**src/rtl/riscv_pkg.sv**
```systemverilog
// Shared core types: memory access modes (funct3) and the LSU's latched request.
package riscv_pkg;

    typedef enum logic [2:0] {
        LB  = 3'b000,
        LH  = 3'b001,
        LW  = 3'b010,
        LBU = 3'b100,
        LHU = 3'b101
    } mem_mode_t;

    typedef struct packed {
        logic       wen;
        logic [2:0] mode;
        logic [1:0] off;
    } lsu_req_t;

    // Legal funct3 for the direction, and naturally aligned for the access size.
    function automatic logic lsu_req_ok(input logic wen, input logic [2:0] mode,
                                        input logic [1:0] off);
        logic legal;
        logic aligned;
        case (mode)
            3'b000, 3'b001, 3'b010: legal = 1'b1;
            3'b100, 3'b101:         legal = !wen;
            default:                legal = 1'b0;
        endcase
        case (mode[1:0])
            2'b00:   aligned = 1'b1;
            2'b01:   aligned = !off[0];
            2'b10:   aligned = (off == 2'b00);
            default: aligned = 1'b0;
        endcase
        return legal && aligned;
    endfunction

endpackage

```
**src/rtl/lsu_align.sv**
```systemverilog
// Store lane replication / byte enables and load shift + extend, purely combinational.
module lsu_align
    import riscv_pkg::*;
(
    input  logic        wen,
    input  logic [2:0]  mode,
    input  logic [1:0]  off,
    input  logic [31:0] wdata,
    input  logic [31:0] word,
    output logic [31:0] lane_wdata,
    output logic [3:0]  be,
    output logic [31:0] load_data
);

    logic [31:0] shifted;
    logic [3:0]  be_st;

    always_comb begin
        shifted = word >> {off, 3'b000};
        case (mode[1:0])
            2'b00: begin
                lane_wdata = {4{wdata[7:0]}};
                be_st      = 4'b0001 << off;
            end
            2'b01: begin
                lane_wdata = {2{wdata[15:0]}};
                be_st      = 4'b0011 << off;
            end
            default: begin
                lane_wdata = wdata;
                be_st      = 4'b1111;
            end
        endcase
        be = wen ? be_st : 4'b1111;
        case (mode)
            LB:      load_data = {{24{shifted[7]}}, shifted[7:0]};
            LH:      load_data = {{16{shifted[15]}}, shifted[15:0]};
            LBU:     load_data = {24'd0, shifted[7:0]};
            LHU:     load_data = {16'd0, shifted[15:0]};
            default: load_data = shifted;
        endcase
    end

endmodule

```
**src/rtl/lsu.sv**
```systemverilog
// Load/store unit: one access per instruction over a valid/ack word bus, stalling the core until done.
module lsu
    import riscv_pkg::*;
#(
    parameter int ADDR_W = 32
) (
    input  logic              clk,
    input  logic              rst,
    input  logic              req_valid,
    input  logic              req_wen,
    input  logic [2:0]        req_mode,
    input  logic [ADDR_W-1:0] req_addr,
    input  logic [31:0]       req_wdata,
    output logic              stall,
    output logic [31:0]       rdata,
    output logic              rdata_valid,
    output logic              misalign,
    output logic              bus_req,
    output logic              bus_we,
    output logic [ADDR_W-1:0] bus_addr,
    output logic [31:0]       bus_wdata,
    output logic [3:0]        bus_be,
    input  logic              bus_ack,
    input  logic [31:0]       bus_rdata
);

    typedef enum logic [1:0] {IDLE, BUSY, DONE} lsu_state_t;

    lsu_state_t  state;
    lsu_req_t    cur;
    logic        al_wen;
    logic [2:0]  al_mode;
    logic [1:0]  al_off;
    logic [31:0] lane_wdata;
    logic [31:0] load_data;
    logic [3:0]  be;

    // The aligner sees the live request while accepting and the latched one afterwards.
    assign al_wen  = (state == IDLE) ? req_wen        : cur.wen;
    assign al_mode = (state == IDLE) ? req_mode       : cur.mode;
    assign al_off  = (state == IDLE) ? req_addr[1:0]  : cur.off;

    lsu_align u_align (
        .wen        (al_wen),
        .mode       (al_mode),
        .off        (al_off),
        .wdata      (req_wdata),
        .word       (bus_rdata),
        .lane_wdata (lane_wdata),
        .be         (be),
        .load_data  (load_data)
    );

    assign stall = ((state == IDLE) && req_valid) || (state == BUSY);

    always_ff @(posedge clk or negedge rst) begin
        if (!rst) begin
            state       <= IDLE;
            cur         <= '0;
            rdata       <= '0;
            rdata_valid <= 1'b0;
            misalign    <= 1'b0;
            bus_req     <= 1'b0;
            bus_we      <= 1'b0;
            bus_addr    <= '0;
            bus_wdata   <= '0;
            bus_be      <= '0;
        end else begin
            rdata_valid <= 1'b0;
            misalign    <= 1'b0;
            case (state)
                IDLE: begin
                    if (req_valid) begin
                        if (lsu_req_ok(req_wen, req_mode, req_addr[1:0])) begin
                            cur       <= '{wen: req_wen, mode: req_mode, off: req_addr[1:0]};
                            bus_req   <= 1'b1;
                            bus_we    <= req_wen;
                            bus_addr  <= {req_addr[ADDR_W-1:2], 2'b00};
                            bus_wdata <= req_wen ? lane_wdata : 32'd0;
                            bus_be    <= be;
                            state     <= BUSY;
                        end else begin
                            misalign <= 1'b1;
                            state    <= DONE;
                        end
                    end
                end
                BUSY: begin
                    if (bus_ack) begin
                        bus_req <= 1'b0;
                        bus_we  <= 1'b0;
                        if (!cur.wen) begin
                            rdata       <= load_data;
                            rdata_valid <= 1'b1;
                        end
                        state <= DONE;
                    end
                end
                DONE:    state <= IDLE;
                default: state <= IDLE;
            endcase
        end
    end

endmodule

```
**config.mk**
```make
export PLATFORM = sky130hd
export DESIGN_NAME = lsu
export DESIGN_NICKNAME = d
export VERILOG_FILES = /design/src/rtl/riscv_pkg.sv /design/src/rtl/lsu_align.sv /design/src/rtl/lsu.sv
export SDC_FILE = /design/constraint.sdc
export NUM_CORES = 1
export LEC_CHECK = 0
export ABC_AREA = 1
export CAP_MARGIN = 20
export CORE_ASPECT_RATIO = 1.4
export CORE_MARGIN = 3
export CORE_UTILIZATION = 40
export CTS_CLUSTER_SIZE = 24
export DETAILED_ROUTE_END_ITERATION = 10
export PLACE_DENSITY = 0.74
export SLEW_MARGIN = 20
export SYNTH_ARGS = -nofsm -noshare
export SYNTH_HDL_FRONTEND = slang
export SYNTH_SLANG_ARGS = --single-unit
export TNS_END_PERCENT = 100
```
**constraint.sdc**
```tcl
create_clock -name clk -period 1.45 [get_ports clk]
set_input_delay 0.29 -clock clk [delete_from_list [all_inputs] [get_ports clk]]
set_output_delay 0.29 -clock clk [all_outputs]
set_load 0.005 [all_outputs]
```
# After elaboration in Yosys (flattened, before gate mapping)
# Cells that the tools add are included.
dict set report word_totals {
  word_cells 79
  in_bits 104
  register_bits 110
}
dict set report classes {
  n_mux 31
  bitwise 1
  shifts 3
  n_eq_ne 14
  n_reduce_logical 18
}
# op n
set op_table {}
lappend op_table {{$pmux 32 s4} 1}
lappend op_table {{$pmux 32 s2} 1}
lappend op_table {{$mux 32} 1}
lappend op_table {{$shr 32x5->32} 1}
lappend op_table {{$mux 1} 16}
lappend op_table {{$eq 3x3->1 const B} 4}
lappend op_table {{$logic_not 2->1} 4}
lappend op_table {{$mux 2} 4}
lappend op_table {{$pmux 4 s2} 1}
lappend op_table {{$eq 2x1->1 const B} 3}
lappend op_table {{$eq 3x1->1 const B} 2}
lappend op_table {{$logic_not 3->1} 2}
lappend op_table {{$pmux 1 s2} 3}
lappend op_table {{$reduce_and 3->1} 2}
lappend op_table {{$mux 4} 1}
lappend op_table {{$ne 2x2->1 const B} 2}
lappend op_table {{$pmux 2 s2} 1}
lappend op_table {{$reduce_and 4->1} 1}
lappend op_table {{$shl 1x2->4 const A} 1}
lappend op_table {{$shl 2x2->4 const A} 1}
lappend op_table {{$eq 3x2->1 const B} 1}
lappend op_table {{$mux 3} 1}
lappend op_table {{$pmux 1 s3} 1}
lappend op_table {{$reduce_or 3->1} 1}
lappend op_table {{other kinds (9)} 11}

# Longest topological paths before layout
# Gate-level depths: netlist (run 1).
dict set report depth {
  word_depth 9
  depth_mapped 12
}

# Cells and area by module
# Synthesis (run 1) repeated with hierarchy kept, for this count alone.
dict set report hier_totals {
  hier_cells 746
  area_unflattened_um2 5825.6
}
# mod n_inst area_each_um2 seq_area_each_um2 cells_per_inst
set modules_own_cells {}
lappend modules_own_cells {lsu 1 4489.3 2752.6 494}
lappend modules_own_cells {lsu_align 1 1336.3 0.0 252}

# Worst setup path after synthesis (run 1)
# OpenSTA, ideal clock, no wires.
dict set report synth_timing {
  path_kind {flip-flop to flip-flop}
  startpoint {register state[0]}
  endpoint {register rdata[21]}
  t_required_ns 1.337
  period_less_slack_ns 1.556
  stages_incl_launch_ff 11
  slack_ns -0.106
  setup_ns 0.113
  t_arrival_ns 1.444
  cell_sequence {dfrtp_1 nor2_4 nand2_1 nand2_1 buf_4 nand3_1 nand3_2 buf_4 nand3_1 nand2_1 inv_1}
}
dict set report synth_between {
  elab_chain_len 4
}
# element line_no
set synth_rtl {}
lappend synth_rtl {{start: declaration} lsu.sv:29} ;# lsu_state_t state;
lappend synth_rtl {{start signal: assignment} lsu.sv:58} ;# state <= IDLE;
lappend synth_rtl {{start signal: assignment} lsu.sv:81} ;# state <= BUSY;
lappend synth_rtl {{start signal: assignment} lsu.sv:84} ;# state <= DONE;
lappend synth_rtl {{$logic_not 2->1} {lsu.sv:40, lsu.sv:41}}
lappend synth_rtl {{$mux 2 / $mux 3 (equally long branches)} {lsu.sv:41, lsu.sv:40}}
lappend synth_rtl {{$shr 32x5->32 (tied with other cells)} lsu_align.sv:19} ;# shifted = word >> {off, 3'b000};
lappend synth_rtl {{$pmux 32 s4} lsu_align.sv:35} ;# case (mode)
lappend synth_rtl {{end signal: assignment} lsu.sv:93} ;# rdata <= load_data;
lappend synth_rtl {{end: declaration} lsu.sv:15} ;# output logic [31:0] rdata,
# Parallel ways exist; a longest one is shown, timed or not.
# A chain may end at the register's enable or synchronous reset.

# Worst setup path in the final report (run 1)
dict set report layout_timing {
  startpoint {register state[1]}
  endpoint {register rdata[17]}
}
# Same word-level chain as after synthesis.

==> results of run 1 <==
[power by group through the flow]
stage / Clock [mW] / Combinational, mW / Sequential, mW
floorplan: 0 / 2.42 / 4.92
global placement: 0 / 6.10 / 4.86
detailed placement: 0 / 6.18 / 4.90
CTS: 2.64 / 6.19 / 4.82
global route: 2.76 / 7.27 / 4.98
finish: 2.59 / 6.66 / 4.83
[cell usage in the layout, fill, tap and decap left out, types with 10 or more instances in the layout]
master           Yosys  routed
buf_12               0      13
nor2_1              38      35
nand2_2              4      21
nand2_1            288     250
or2_2               26      26
clkbuf_16            0      10
dfrtp_1            110     108
clkdlybuf4s50_1      0      97
buf_6                2      20
nand3_2              2      19
nand2_4              1      22
dlygate4sd2_1        0     106
inv_1               45      38
buf_4                7      49
o21ai_1             25      34
nand3_1             70      48
[area by class of cell]
cell class | count | area (um2) | area share (%)
Sequential cell | 110 | 2760 | 29.6
Clock buffer | 10 | 229 | 2.46
Timing Repair Buffer | 300 | 3040 | 32.6
Inverter | 52 | 205 | 2.20
Tap cell | 182 | 228 | 2.45
Multi-Input combinational cell | 523 | 2780 | 29.8
Clock inverter | 6 | 77.6 | 0.833
[synth_stat cells]
| library cell | number |
|---|---|
| nand3_4 | 1 |
| clkbuf_1 | 11 |
| inv_1 | 45 |
| clkinv_1 | 1 |
| or2_1 | 5 |
| nor2_2 | 1 |
| buf_6 | 2 |
| inv_2 | 6 |
| nand4_1 | 6 |
| nand2_2 | 4 |
| or2_0 | 1 |
| nand2_4 | 1 |
| o211ai_1 | 8 |
| a31oi_1 | 1 |
| buf_2 | 20 |
| nand3_2 | 2 |
| o21ai_0 | 25 |
| o21ai_1 | 25 |
| nand3_1 | 70 |
| a21oi_1 | 13 |
| or2_2 | 26 |
| mux2i_1 | 1 |
| nor2_1 | 38 |
| buf_4 | 7 |
| conb_1 | 1 |
| nor2_4 | 1 |
| a21boi_0 | 1 |
| o22ai_1 | 2 |
| dfrtp_1 | 110 |
| nand2_1 | 288 |
[per-stage QoR]
stage | std cells | area, um2 | hold slack [ps] | setup slack (ps)
global placement | 1137 | 8230 | 88.8 | -491
finish | 1183 | 9310 | 268 | -361
floorplan | 724 | 5550 | -5.59 | -27.7
CTS | 1176 | 8980 | 252 | -269
detailed placement | 1137 | 8230 | 90.4 | -546
global route | 1183 | 9310 | 264 | -410
[final timing paths]
check,startpoint,to
setup / recovery,state[1],rdata[17]
hold / removal,rst,bus_addr[13]
setup reg to reg,state[1],rdata[17]
hold reg to reg,bus_wdata[9],bus_wdata[9]
max in group asynchronous,rst,state[1]
min in group clk,req_mode[0],cur[2]
[timing repair]
item | 4_1_cts | 5_1_grt
cloned | 6 | 3
setup endpoints to repair | 204 | 102
hold buffers | 1 | 0
gates resized for setup | 203 | 74
setup buffers | 16 | 4
pin swaps | 26 | 36
hold endpoints to repair | 68 | 0
[kinds of logic after synthesis]
family | after synthesis | synth area share [%]
AND/OR/NAND/NOR | 444 | 34.7
flip-flops | 110 | 50.2
buffers and inverters | 92 | 7.51
AO/OA/AOI/OAI | 75 | 7.33
multiplexers | 1 | 0.183
other | 1 | 0.0684
[state kept, by name, summed over array words and instances (netlist names)]
register     cells
bus_req          1
rdata           32
misalign         1
bus_we           1
cur              6
state            2
bus_wdata       32
bus_addr        30
bus_be           4
rdata_valid      1
[per-layer routing]
layer / vias up / share of wire, % / GRT usage [%]
met2: 331 / 51 / 46.6
li1: 2824 / - / -
met5: - / 0.063 / 0
met3: 68 / 9.4 / 8.98
met1: 2810 / 34 / 26.9
met4: 2 / 4.9 / 14.0
[worst max-delay path, delay by kind of cell, from the launching register on]
family	cells	cell delay [ps]
AND/OR/NAND/NOR	7	660
buffers and inverters	5	580
flip-flops	1	440
==> impl_metrics.py, run 1 <==
metrics = {
    "global_routing": {
        "grt_overflow": 0,
        "grt_max_degree": 68,
        "track_usage_pct": 26.1,
        "grt_pass1_wl_um": 31000,
        "grt_pass1_vias": 6129,
        "antenna_found_initial": 1,
    },
    "pwr": {
        "seq_power_share_pct": 34.3,
        "power_frac_comb_pct": 47.3,
        "swShare_pct": 36.1,
        "power.internal_mw": 9.00,
        "peakVddDrop_v": 0.000874,
        "p_total_mw": 14.1,
        "p_leak_nw": 4.88,
        "power_density_nw_per_um2": 1510,
        "p_clk_share_pct": 18.4,
        "p_sw_mw": 5.08,
    },
    "drt": {
        "ant_nets": 0,
        "vias": 6035,
        "drc": 0,
        "first_pass_iters": 5,
        "wirelength_um": 20500,
        "drt_iter0_markers": 326,
        "vias_per_cell": 5.10,
        "routedWlPerCell_um": 17.4,
    },
    "synthesis": {
        "ys_seq_elements": 110,
        "yosys.area.top_type": "dfrtp_1",
        "synthDominantCellAreaShare_pct": 50.2,
        "postSynthAreaPerCell_um2": 7.58,
        "synthDistinctLibCells": 30,
        "synth_area_leaders": "dfrtp_1 (50%), nand2_1 (20%), nand3_1 (6.4%)",
        "synth_area_um2": 5480,
        "yosys_warnings": 0,
        "synthCells": 723,
        "yosysSeqAreaShare_pct": 50.2,
    },
    "timing": {
        "setup_tns_ps": -16970,
        "finalSetupViolations": 94,
        "finalCritPeriodShare_pct": 125,
        "rsz0062_at_grt": "true",
        "fmax_ghz": 0.552,
        "finalHoldViolCount": 0,
        "min_period_ps": 1810,
        "fin_ws_ps": -361,
        "slew_headroom_pct": 63.0,
        "slew_viol_final": 0,
        "tightest_slew_ps": 555,
        "fin_skew_ps": 5.41,
    },
    "setup_path": {
        "crit_path_top_delay_cell": "dfrtp_2",
        "worst_r2r_path_depth": 12,
        "path_cells": "nor2_4, buf_6, buf_8, nand2_4, nand2_4, buf_6, nand3_4, nand3_4, clkbuf_16, nand3_2, nand2_1, inv_1",
        "worst-setup-path-type": "flip-flop to flip-flop",
        "slowest_delay_ps": 440,
        "cp_max_fo": 6,
        "arrival_ps": 2060,
        "cp-start-kind": "flip-flop",
        "r2r_slack_ps": -360,
        "critPathRequiredTime_ps": 1700,
        "critPathCaptureType": "flip-flop",
    },
    "placement": {
        "dp_hpwl_um": 13900,
        "portBuffers": 206,
        "gp_routability_congestion": 0.905,
    },
    "min_path": {
        "hp-class": "input port to asynchronous set/reset pin",
    },
    "cts": {
        "numCtsBuffers": 9,
        "clk_latency_ps": 350,
        "path_clk_slew_ps": 80,
        "cts_tree": "done",
        "htree_levels": 3,
        "clock_path_buffers": 2,
        "cts_sinks": 110,
        "cts-root-buf": "clkbuf_16",
    },
    "floorplanning": {
        "io_pins": 209,
        "dieArea_um2": 15200,
        "die_y_um": 145,
        "core-area_um2": 13400,
        "rows": 50,
        "initial_core_util_pct": 41.0,
        "die_x_um": 105,
    },
    "run_status": {
        "violations": "setup timing",
        "status": "finished with violations",
    },
    "final_layout": {
        "fillers": 1086,
        "final_util_pct": 69.6,
        "syn2layout_area_growth_pct": 69.9,
        "fin_nets": 1100,
        "num_antenna_cells": 0,
        "drive_gt1_share_pct": 24.0,
    },
    "flow_run": {
        "max-cap-violations": 0,
    },
}
(Power assumes the default switching activity.)
==> inputs of run 2 (changes only) <==
--- a/config.mk
+++ b/config.mk
@@ -7,12 +7,14 @@
 export LEC_CHECK = 0
 export ABC_AREA = 1
 export CAP_MARGIN = 20
+export CELL_PAD_IN_SITES_DETAIL_PLACEMENT = 1
+export CELL_PAD_IN_SITES_GLOBAL_PLACEMENT = 1
 export CORE_ASPECT_RATIO = 1.4
 export CORE_MARGIN = 3
-export CORE_UTILIZATION = 40
+export CORE_UTILIZATION = 31
 export CTS_CLUSTER_SIZE = 24
 export DETAILED_ROUTE_END_ITERATION = 10
-export PLACE_DENSITY = 0.74
+export PLACE_DENSITY = 0.77
 export SLEW_MARGIN = 20
 export SYNTH_ARGS = -nofsm -noshare
 export SYNTH_HDL_FRONTEND = slang
==> constraint.sdc (replaced) <==
create_clock -name clk -period 2 [get_ports clk]
set_input_delay 0.4 -clock clk [delete_from_list [all_inputs] [get_ports clk]]
set_output_delay 0.4 -clock clk [all_outputs]
set_load 0.005 [all_outputs]
==> run 2 against run 1 <==
The run now ends clean. Wire length rose by 0.62%. Via count fell by 4.4%. Clock power fell by 25%.
==> impl_metrics.py, run 2 (synthesized netlist as in run 1, its figures left out) <==
metrics = {
    "final_layout": {
        "ff_latch_area_um2": 2750,
        "drive_gt1_share_pct": 13.0,
        "syn2layout_area_growth_pct": 55.5,
        "final_area_um2": 8530,
        "layout_commonest_cell": "nand2_1",
        "fin_cells": 1196,
        "top_regs": "bus_wdata x32, rdata x32, bus_addr x30",
        "fillers": 2038,
        "fin_nets": 1063,
        "mostFrequentLayoutCells": "nand2_1 (285), clkdlybuf4s50_1 (204), dfrtp_1 (109), nand3_1 (69), buf_4 (47)",
        "multi_input_area_um2": 2350,
        "num_antenna_cells": 0,
    },
    "drt": {
        "vias_per_cell": 4.83,
        "ant_nets": 0,
        "drc": 0,
        "routedWlPerCell_um": 17.3,
        "wirelength_um": 20700,
        "drt_iter0_markers": 218,
        "vias": 5772,
        "first_pass_iters": 4,
    },
    "timing": {
        "finalSetupViolations": 0,
        "finalHoldViolCount": 0,
        "fin_skew_ps": 5.33,
        "min_period_ps": 1850,
        "fmax_ghz": 0.540,
        "slew_headroom_pct": 65.9,
        "rsz0062_at_grt": "false",
        "hold_slack_ps": 11.4,
        "tightest_slew_ps": 511,
        "setup_tns_ps": 0,
        "slew_viol_final": 0,
        "finalCritPeriodShare_pct": 92.7,
    },
    "global_routing": {
        "grt_max_degree": 42,
        "grt_pass1_vias": 6356,
        "antenna_found_initial": 0,
        "grtUsageMet1_pct": 22.8,
        "grt.busiest_layer": "met2",
        "grt_overflow": 0,
        "grt_use_met2_pct": 40.4,
        "grt_pass1_wl_um": 33100,
        "track_usage_pct": 21.7,
        "met3_usage_pct": 8.11,
    },
    "cts": {
        "cts-root-buf": "clkbuf_16",
        "path_clk_slew_ps": 80,
        "htree_levels": 3,
        "clock_path_buffers": 2,
        "cts_sinks": 110,
        "cts_tree": "done",
        "numCtsBuffers": 9,
        "clk_latency_ps": 360,
    },
    "min_path": {
        "hp-class": "input port to asynchronous set/reset pin",
    },
    "setup_path": {
        "rr_endpoint": "bus_wdata[9]",
        "cp-start-kind": "flip-flop",
        "cp_max_fo": 12,
        "critPathRequiredTime_ps": 2240,
        "worst-setup-path-type": "flip-flop to flip-flop",
        "critPathCaptureType": "flip-flop",
        "arrival_ps": 2100,
        "r2r_slack_ps": 150,
        "worst_r2r_path_depth": 12,
        "r2r_start": "state[0]",
    },
    "placement": {
        "gp_routability_congestion": 0.875,
        "portBuffers": 206,
        "placed_area_um2": 8180,
        "dp_hpwl_um": 15700,
        "dp_cells": 1179,
    },
    "pwr": {
        "p_leak_nw": 4.18,
        "peakVddDrop_v": 0.000531,
        "power_density_nw_per_um2": 1160,
    },
    "floorplanning": {
        "initial_core_util_pct": 32.2,
        "rows": 56,
        "core-area_um2": 17000,
        "dieArea_um2": 19300,
        "die_y_um": 163,
        "io_pins": 209,
        "die_x_um": 118,
    },
    "run_status": {
        "status": "finished clean",
    },
    "flow_run": {
        "max-cap-violations": 0,
    },
}
## run 2: how the worst max path moves through the flow
stage / startpoint / end / slack (ps) / cells past startpoint
6_report: state[0] / bus_wdata[9] / 150 / 12
2_1_floorplan: state[0] / rdata[21] / 440 / 10
3_5_place_dp: req_addr[0] / bus_wdata[9] / -270 / 9
4_1_cts: state[0] / stall / 20 / 4
5_1_grt: state[0] / rdata[19] / 3 / 10
3_3_place_gp: req_addr[0] / bus_wdata[11] / -210 / 9
## run 2: area by class of cell
class                           instances  area share, %
Clock inverter                          5          0.763
Multi-Input combinational cell        522           27.5
Inverter                               52           2.29
Tap cell                              232           3.40
Clock buffer                           11           2.85
Timing Repair Buffer                  264           30.8
Sequential cell                       110           32.3
## run 2: report_power, final
part / total, mW / leakage (nW) / internal (mW) / switching (mW)
combinational: 4.45 / 2.66 / 2.49 / 1.96
sequential: 3.54 / 1.37 / 3.05 / 0.490
clock: 1.93 / 0.144 / 1.02 / 0.908
total: 9.92 / 4.18 / 6.56 / 3.36
## run 2: layer usage
layer,vias up,share of wire (%)
met5,-,0
met4,0,1.9
met3,26,8.7
met2,207,53
met1,2796,37
li1,2743,-
## run 2: timing repair
action	in CTS	in global routing
buffers inserted	1	0
hold buffers	0	0
resized for setup	3	9
pin swaps	1	1
endpoints found under the setup margin	1	33
## run 2: through the flow
stage	utilization, %	worst slack, ps	total power, mW
after global placement	48.0	-213	7.93
after global routing	50.1	2.59	10.7
final	50.1	147	9.92
after floorplan	-	444	5.26
after CTS	49.9	21.8	10.0
after detailed placement	48.0	-272	8.04
## run 2: critical path: stages, from the launching register on
cell and delay [ps]:
dfrtp_2 460, nor2_4 120, buf_6 140, nand2_1 50, nand2_1 100, buf_4 140
nand2_1 80, buf_4 180, inv_2 70, buf_12 120, nand2_1 80, o211ai_1 120
nand2_1 80
==> inputs of run 3 (changes only) <==
--- a/config.mk
+++ b/config.mk
@@ -6,6 +6,7 @@
 export NUM_CORES = 1
 export LEC_CHECK = 0
 export ABC_AREA = 1
+export ABC_CLOCK_PERIOD_IN_PS = 2000
 export CAP_MARGIN = 20
 export CELL_PAD_IN_SITES_DETAIL_PLACEMENT = 1
 export CELL_PAD_IN_SITES_GLOBAL_PLACEMENT = 1
@@ -14,6 +15,7 @@
 export CORE_UTILIZATION = 31
 export CTS_CLUSTER_SIZE = 24
 export DETAILED_ROUTE_END_ITERATION = 10
+export HOLD_SLACK_MARGIN = 0.05
 export PLACE_DENSITY = 0.77
 export SLEW_MARGIN = 20
 export SYNTH_ARGS = -nofsm -noshare
==> run 3 against run 2 <==
Clock power about the same. First-iteration DRC count increased by 0.46%. Critical path type unchanged. Clock skew barely moved. Highest routed layer unchanged. Core utilization increased by 0.059 points. Via count fell by 0.21%. Sequential share of layout area hardly changed. Sequential power about the same. Die area stayed put.
==> impl_metrics.py, run 3 (synthesized netlist as in run 1, its figures left out) <==
metrics = {
    "setup_path": {
        "cp_max_fo": 12,
        "cp_num_buf_inv": 5,
        "worst-setup-path-type": "flip-flop to flip-flop",
        "path_cells": "nor2_4, buf_6, nand2_1, nand2_1, buf_4, nand2_1, buf_4, inv_2, buf_12, nand2_1, o211ai_1, nand2_1",
        "r2r_slack_ps": 140,
        "critPathCaptureType": "flip-flop",
        "arrival_ps": 2100,
        "critPathRequiredTime_ps": 2240,
        "cp-start-kind": "flip-flop",
        "critical-path-top-delay-family": "buffers and inverters",
        "cpMostUsedCell": "nand2_1",
        "slowest_delay_ps": 460,
        "crit_path_top_delay_cell": "dfrtp_2",
    },
    "floorplanning": {
        "core-area_um2": 17000,
        "rows": 56,
        "dieArea_um2": 19300,
        "io_pins": 209,
        "initial_core_util_pct": 32.2,
        "die_x_um": 118,
        "die_y_um": 163,
    },
    "timing": {
        "tightest_slew_ps": 514,
        "slew_headroom_pct": 65.7,
        "fmax_ghz": 0.539,
        "finalCritPeriodShare_pct": 92.8,
        "rsz0062_at_grt": "false",
        "finalSetupViolations": 0,
        "fin_ws_ps": 145,
        "setup_tns_ps": 0,
        "min_period_ps": 1860,
        "fin_skew_ps": 5.56,
        "slew_viol_final": 0,
        "finalHoldViolCount": 0,
    },
    "final_layout": {
        "drive_gt1_share_pct": 13.0,
        "num_antenna_cells": 0,
        "fin_nets": 1064,
        "top_regs": "bus_wdata x32, rdata x32, bus_addr x30",
        "syn2layout_area_growth_pct": 55.7,
        "final_util_pct": 50.1,
        "mostFrequentLayoutCells": "nand2_1 (285), clkdlybuf4s50_1 (204), dfrtp_1 (109), nand3_1 (69), buf_4 (47)",
        "layout_commonest_cell": "nand2_1",
        "final_area_um2": 8540,
    },
    "placement": {
        "portBuffers": 206,
        "dp_hpwl_um": 15700,
        "placed_area_um2": 8180,
        "pre_cts_slack_ps": -272,
        "gp_routability_congestion": 0.875,
    },
    "min_path": {
        "hp-class": "flip-flop to flip-flop",
    },
    "drt": {
        "drc": 0,
        "drt_iter0_markers": 219,
        "routedWlPerCell_um": 17.3,
        "ant_nets": 0,
        "vias": 5760,
        "vias_per_cell": 4.81,
        "wirelength_um": 20600,
        "first_pass_iters": 4,
    },
    "cts": {
        "cts-root-buf": "clkbuf_16",
        "htree_levels": 3,
        "clk_latency_ps": 360,
        "cts_sinks": 110,
        "cts_tree": "done",
        "clock_path_buffers": 2,
        "numCtsBuffers": 9,
        "path_clk_slew_ps": 80,
    },
    "global_routing": {
        "grt_pass1_vias": 6362,
        "grt_max_degree": 42,
        "grt_pass1_wl_um": 33100,
        "antenna_found_initial": 0,
        "track_usage_pct": 21.7,
        "grt_overflow": 0,
    },
    "pwr": {
        "peakVddDrop_v": 0.000531,
        "power_density_nw_per_um2": 1160,
        "p_leak_nw": 4.18,
        "p_total_mw": 9.92,
    },
    "run_status": {
        "status": "finished clean",
    },
    "flow_run": {
        "max-cap-violations": 0,
    },
}
-- run 3: cell types whose count changed in the layout (fill, tap and decap cells not counted) --
cell,before,now
dlygate4sd3_1,0,1
-- run 3: what timing repair did --
action                                  in CTS  in global routing
hold buffers                                 1                  0
gates cloned                                 0                  0
endpoints found under the hold margin       28                  0
buffers inserted                             1                  0
pin swaps                                    1                  1
resized for setup                            3                  9
endpoints found under the setup margin       1                 33
-- run 3: worst paths after layout --
path	from	endpoint	cells after the start
min in group asynchronous	rst	rdata[27]	2
worst min-delay path	rdata[6]	rdata[6]	2
worst max register to register	state[0]	bus_wdata[9]	12
worst max-delay path	state[0]	bus_wdata[9]	12
worst min register to register	rdata[6]	rdata[6]	2
max in group asynchronous	rst	bus_be[0]	3
-- run 3: routing by layer --
| metal | global-route usage [%] | up-vias | wire length (um) |
|---|---|---|---|
| li1 | - | 2741 | - |
| met1 | 22.8 | 2786 | 7680 |
| met2 | 40.4 | 207 | 10800 |
| met3 | 8.11 | 26 | 1780 |
| met4 | 6.33 | 0 | 399 |
| met5 | 0 | - | 0 |
-- run 3: metrics by stage --
stage	cells	hold WS (ps)
after global placement	1179	397
final	1197	488
after detailed placement	1179	406
after floorplan	724	104
after global routing	1197	513
after CTS	1197	488
-- run 3: layout make-up --
| class | instances | area (um2) |
|---|---|---|
| fill | 2040 | 8490 |
| sequential | 110 | 2750 |
| timing repair buffer | 265 | 2640 |
| multi-input combinational | 522 | 2350 |
| tap | 232 | 290 |
| clock buffer | 11 | 243 |
| inverter | 52 | 195 |
| clock inverter | 5 | 65.1 |
-- run 3: power breakdown --
group	internal, mW	switching [mW]
Sequential	3.05	0.490
Clock	1.02	0.906
Combinational	2.49	1.96
-- run 3: worst reg2reg max path: stages (launching register included) --
cell and delay (ps):
dfrtp_2 460, nor2_4 120, buf_6 140, nand2_1 50
nand2_1 100, buf_4 140, nand2_1 80, buf_4 180
inv_2 80, buf_12 120, nand2_1 90, o211ai_1 120
nand2_1 80
